File: src/rtl/regfile_dump.sv
// Debug read-out engine: walks the register file debug port and streams each register as bytes.
// Optional `REGDUMP_HEX_EN selects ASCII-hex output (9 bytes/register) instead of raw binary (4 bytes/register).
module regfile_dump #(
  parameter int FIRST_REG = 0,
  parameter int LAST_REG  = 31
) (
  input  logic        clk,
  input  logic        rst_n,
  input  logic        start,
  output logic        busy,
  output logic        done,
  output logic [4:0]  dbg_reg_sel,
  input  logic [31:0] dbg_reg_data,
  output logic [7:0]  tx_data,
  output logic        tx_valid,
  input  logic        tx_ready
);

`ifdef REGDUMP_HEX_EN
  localparam int BYTES   = 9;
  localparam int SHIFT_W = 4;
`else
  localparam int BYTES   = 4;
  localparam int SHIFT_W = 8;
`endif

  localparam logic [4:0] FIRST_IDX = 5'(FIRST_REG);
  localparam logic [4:0] LAST_IDX  = 5'(LAST_REG);
  localparam logic [3:0] LAST_CNT  = 4'(BYTES - 1);

  typedef enum logic [1:0] {IDLE, LOAD, SEND, DONE} state_t;

  state_t      state, state_nxt;
  logic [4:0]  idx_nxt;
  logic [3:0]  cnt, cnt_nxt;
  logic [31:0] shreg_p1;
  logic        xfer;

`ifdef REGDUMP_HEX_EN
  function automatic logic [7:0] hex_ascii(input logic [3:0] nib);
    if (nib < 4'd10) return 8'h30 + {4'h0, nib};
    else             return 8'h57 + {4'h0, nib};
  endfunction
`endif

  assign tx_valid = (state == SEND);
  assign busy     = (state == LOAD) || (state == SEND);
  assign done     = (state == DONE);
  assign xfer     = tx_valid && tx_ready;

  always_ff @(posedge clk or negedge rst_n) begin
    if (!rst_n) begin
      state       <= IDLE;
      dbg_reg_sel <= 5'd0;
      cnt         <= 4'd0;
    end else begin
      state       <= state_nxt;
      dbg_reg_sel <= idx_nxt;
      cnt         <= cnt_nxt;
    end
  end

  // Snapshot stage: each register is captured in its own LOAD cycle, then shifted out MSB first
  always_ff @(posedge clk) begin
    if (state == LOAD)
      shreg_p1 <= dbg_reg_data;
    else if (xfer)
      shreg_p1 <= shreg_p1 << SHIFT_W;
  end

  always_comb begin
    state_nxt = state;
    idx_nxt   = dbg_reg_sel;
    cnt_nxt   = cnt;
    case (state)
      IDLE: begin
        if (start) begin
          idx_nxt   = FIRST_IDX;
          state_nxt = LOAD;
        end
      end
      LOAD: begin
        cnt_nxt   = 4'd0;
        state_nxt = SEND;
      end
      SEND: begin
        if (xfer) begin
          if (cnt == LAST_CNT) begin
            if (dbg_reg_sel == LAST_IDX) begin
              state_nxt = DONE;
            end else begin
              idx_nxt   = dbg_reg_sel + 5'd1;
              state_nxt = LOAD;
            end
          end else begin
            cnt_nxt = cnt + 4'd1;
          end
        end
      end
      DONE:    state_nxt = IDLE;
      default: state_nxt = IDLE;
    endcase
  end

  // Output byte is forced to zero outside SEND so the idle value is deterministic
  always_comb begin
    tx_data = 8'h00;
    if (state == SEND) begin
`ifdef REGDUMP_HEX_EN
      if (cnt == LAST_CNT) tx_data = 8'h0A;
      else                 tx_data = hex_ascii(shreg_p1[31:28]);
`else
      tx_data = shreg_p1[31:24];
`endif
    end
  end

endmodule

File: config.mk
export PLATFORM = sky130hd
export DESIGN_NAME = regfile_dump
export DESIGN_NICKNAME = d
export VERILOG_FILES = /design/src/rtl/regfile_dump.sv
export SDC_FILE = /design/constraint.sdc
export NUM_CORES = 1
export LEC_CHECK = 0
export ABC_CLOCK_PERIOD_IN_PS = 4450
export CORE_MARGIN = 5
export CORE_UTILIZATION = 53
export DETAILED_ROUTE_END_ITERATION = 12
export PLACE_DENSITY = 0.85
export SLEW_MARGIN = 0
export SYNTH_ARGS = -nofsm -noshare
export SYNTH_HDL_FRONTEND = slang
export SYNTH_SLANG_ARGS = --single-unit
File: constraint.sdc
create_clock -name clk -period 4.45 [get_ports clk]
set_clock_uncertainty 0.1 [all_clocks]
set_input_delay 0.89 -clock clk [delete_from_list [all_inputs] [get_ports clk]]
set_output_delay 0.89 -clock clk [all_outputs]
set_load 0.01 [all_outputs]
# --- Yosys cells after proc, flatten, opt, wreduce, memory -nomap -nowiden ---
# Cells that the tools add are included.
totals:
  output_inout_bits: 16
  inputBits: 36
  wordCells: 41
  register_bits: 43
classes:
  n_mux: 16
  eq_ne: 10
  n_reduce_logical: 9
  addsub: 2
ops:
  columns: ["operator", "count"]
  rows:
  - ["32-bit two-way mux", 2]
  - ["5-bit two-way mux", 4]
  - ["5-bit case mux with 2 select lines", 1]
  - ["2-bit two-way mux", 4]
  - ["4-bit two-way mux", 2]
  - ["8-bit two-way mux", 1]
  - ["2-bit case mux with 4 select lines", 1]
  - ["4-bit case mux with 2 select lines", 1]
  - ["2-bit != test (second input constant)", 3]
  - ["3-bit AND reduction", 2]
  - ["2-bit nonzero test", 3]
  - ["5-bit by 1-bit adder with 5-bit output (second input constant)", 1]
  - ["5-bit == test (second input constant)", 1]
  - ["5-bit AND reduction", 1]
  - ["4-bit by 1-bit adder with 4-bit output (second input constant)", 1]
  - ["2-bit == test (second input constant)", 2]
  - ["4-bit by 2-bit == test with 1-bit output (second input constant)", 1]
  - ["2-bit by 1-bit != test with 1-bit output (second input constant)", 2]
  - ["2-bit by 1-bit == test with 1-bit output (second input constant)", 1]
  - ["2-bit zero test", 1]
  - ["1-bit logical AND", 1]
  - ["1-bit logical OR", 1]

# --- Longest topological paths before layout ---
depth:
  ltp_word: 5
  depth_mapped: 6
  ltp_nobuf: 6

# --- Worst setup path before layout ---
# OpenSTA, ideal clock, no wires.
synth_path:
  kind: "flip-flop to output port"
  start: "reg state[0]"
  end: "out tx_data[0]"
  arrival_time_ps: 1359
  stages_incl_launch_ff: 6
  path_buffers: 2
  t_required_ps: 3460
  slack_ps: 2101
  path_cell_list: "dfrtp_1 -> inv_1 -> ha_1 -> buf_4 -> clkbuf_1 -> and2_1"
synth_between:
  elab_chain_len: 2
synth_lines:
  columns: ["item", "line", "text"]
  rows:
  - ["start: declaration", "33", "state_t state, state_nxt;"]
  - ["start signal: assignment", "57", "state <= state_nxt;"]
  - ["2-bit == test", null, null]
  - ["via tx_valid", "15", "output logic tx_valid,"]
  - ["8-bit two-way mux", "108", "if (state == SEND) begin"]
  - ["end: declaration", "14", "output logic [7:0] tx_data,"]
# The timed path passes the listed nets, and every way through them passes these cells.

# --- Worst setup path in the final report ---
layout_path:
  start: "reg state[0]"
  end: "out tx_data[3]"
layout_between:
  elab_chain_len: 2
layout_lines:
  columns: ["item", "line"]
  rows:
  - ["2-bit == test", "108"]
  - ["8-bit two-way mux", "108"]
# Every way passes these cells.

==> impl_metrics.py <==
metrics = {
    "synth": {
        "synth.avg_cell_area_um2": 14.0,
        "yosysTopAreaCell": "edfxtp_1",
        "synthDistinctLibCells": 39,
        "synth.top_cells.by_area": "edfxtp_1, dfrtp_1, mux2_2, and2_1, ha_1",
        "syn_nets": 196,
        "ys_ff_latch": 43,
        "synth_warnings": 0,
        "synth-edff-count": 32,
        "async_flop_share_pct": 25.6,
        "synthCells": 152,
        "synth-main-ff-cell": "edfxtp_1",
        "synth-seq-area-share_pct": 58.0,
        "netlist_area_um2": 2130,
        "synth_top_cell_area_share_pct": 45.1,
    },
    "clocking": {
        "postCtsSetupBuffers": 0,
        "cts_root_buf": "clkbuf_8",
        "clock-sinks": 43,
        "cts_resized": 0,
        "cts_tree": "done",
        "cts-buffers-inserted": 5,
        "hold_buffers": 0,
        "insertion_delay_ps": 290,
        "cts_max_level": 2,
        "path_clk_slew_ps": 80,
        "clockBufferDepth": 2,
    },
    "timing": {
        "setup_viol": 0,
        "fmax_mhz": 304,
        "rsz0062_at_grt": "no",
        "period_needed_ps": 3290,
        "fin_setup_tns_ps": 0,
        "maxSlewHeadroom_pct": 52.8,
        "finalWorstSetupSlack_ps": 1160,
        "drv_slew": 0,
        "period_share_pct": 73.9,
        "worstMarginPinSlew_ps": 708,
        "holdWs_ps": 454,
        "hold_viol": 0,
    },
    "job": {
        "maxCapViolCount": 0,
    },
    "setup_path": {
        "endpoint_kind": "output port",
        "crit_chain": "inv_1 -> ha_1 -> and2_1 -> clkdlybuf4s50_1",
        "cp_slowest_cell": "ha_1",
        "required_ps": 3460,
        "crit_arrival_ps": 2300,
        "worstSetupStartpointType": "flip-flop",
        "worstSetupPathType": "reg -> out",
        "critical_path.max_stage_delay_ps": 650,
        "rr_worst_depth": 5,
        "worst-path-max-fanout": 22,
    },
    "power": {
        "leakage_nw": 1.03,
        "ir_drop_v": 0.000460,
        "powerDensity_nw_per_um2": 604,
    },
    "finish": {
        "layout.nets": 250,
        "drive_gt1_share_pct": 19.8,
        "layout_commonest_cell": "clkdlybuf4s50_1",
        "layout.cells.non_filler": 257,
        "mostFrequentLayoutCells": "clkdlybuf4s50_1, edfxtp_1, mux2_2, and2_1, dfrtp_1",
        "num_antenna_cells": 0,
        "area_delta_synth_final_pct": 31.5,
    },
    "global_route": {
        "grt_first_pass_wirelength_um": 7090,
        "grt_overflow": 0,
        "grt_usage_pct": 17.4,
        "grt_pass1_vias": 1461,
        "grt_max_degree": 35,
        "antenna_found_initial": 0,
    },
    "routing": {
        "drt_iter0_drc": 142,
        "wl_per_cell_um": 16.9,
        "ant_nets": 0,
        "routed_via_density": 5.59,
        "finalWirelength_um": 4330,
        "drc": 0,
        "route.vias.total": 1437,
        "firstDrtPassIters": 4,
    },
    "floorplan": {
        "dieArea_um2": 5390,
        "die_h_um": 73.4,
        "core_area_um2": 3940,
        "rows": 23,
        "io_pins": 52,
        "start_util_pct": 54.0,
        "die_x_um": 73.4,
    },
    "placement": {
        "port_buffers": 51,
        "pre_cts_slack_ps": 1450,
        "place_congestion": 0.891,
        "placed_cells": 249,
        "dp_hpwl_um": 3140,
    },
    "outcome": {
        "run_status": "complete, no violations",
    },
    "worst_hold_path": {
        "min_path_type": "reg -> reg",
        "min_path_cells": 1,
    },
}
-- synthesized netlist by cell type (2+ instances only) --
cell / count
edfxtp_1: 32
mux2_2: 24
and2_1: 16
dfrtp_1: 11
nand2_1: 9
ha_1: 8
o211ai_1: 6
inv_1: 5
clkbuf_1: 4
buf_2: 2
nand3_1: 2
nor2_1: 2
o21ai_0: 2
o221ai_1: 2
o311ai_1: 2
o31ai_1: 2
-- critical path: cells and delay by family (launching register included) --
| kind | cells | cell delay (ps) |
|---|---|---|
| buffers and inverters | 2 | 710 |
| adders and majority gates | 1 | 650 |
| DFF | 1 | 420 |
| and+or+nand+nor | 1 | 230 |
-- routing by layer --
metal | up-vias | track usage [%] | routed length (µm)
met1 | 679 | 21.8 | 1750
met3 | 10 | 4.65 | 291
li1 | 685 | - | -
met2 | 63 | 28.7 | 2190
met5 | - | 0 | 0
met4 | 0 | 6.64 | 103
-- kinds of logic after synthesis --
group           count (synthesis)  synth area share (%)
flops                          43                  58.0
buf+inv                        13                  2.58
simple gates                   38                  11.1
xor+xnor                        1                 0.411
mux                            25                  13.2
fa+ha+maj                       8                  4.70
compound gates                 24                  10.0
-- flip-flops by register name (all words and copies together), names as in the netlist --
signal and count:
shreg_p1 32, state 2, cnt 4, dbg_reg_sel 5
-- area by class of cell --
cell class | count | area [µm²]
sequential | 43 | 1240
clock buffer | 5 | 68.8
fill | 255 | 1140
multi-input combinational | 96 | 840
tap | 50 | 62.6
timing repair buffer | 54 | 533
clock inverter | 3 | 38.8
inverter | 6 | 22.5
-- metrics by stage --
step	utilization, %	power [W]	cell area (µm²)
after floorplan	-	0.00120	2130
after global placement	68.3	0.00137	2690
after detailed placement	68.3	0.00141	2690
after CTS	71.1	0.00171	2800
after global routing	71.1	0.00179	2800
final	71.1	0.00169	2800
-- power by group --
| group | internal, W | leakage, nW | total [W] | switching, W |
|---|---|---|---|---|
| clock network | 0.000164 | 0.0556 | 0.000290 | 0.000126 |
| logic | 0.000325 | 0.510 | 0.000640 | 0.000315 |
| registers | 0.000700 | 0.460 | 0.000763 | 0.0000631 |
-- path summary, 6_finish.rpt --
path                         startpoint  slack, ps        endpoint
max                            state[0]       1160      tx_data[3]
min                        shreg_p1[16]        450    shreg_p1[24]
max reg2reg                    state[0]       1980    shreg_p1[23]
min reg2reg                shreg_p1[16]        450    shreg_p1[24]
max in group asynchronous         rst_n       3050          cnt[2]
min in group asynchronous         rst_n        840  dbg_reg_sel[2]
Note: power is estimated with default switching activity, not from simulation.
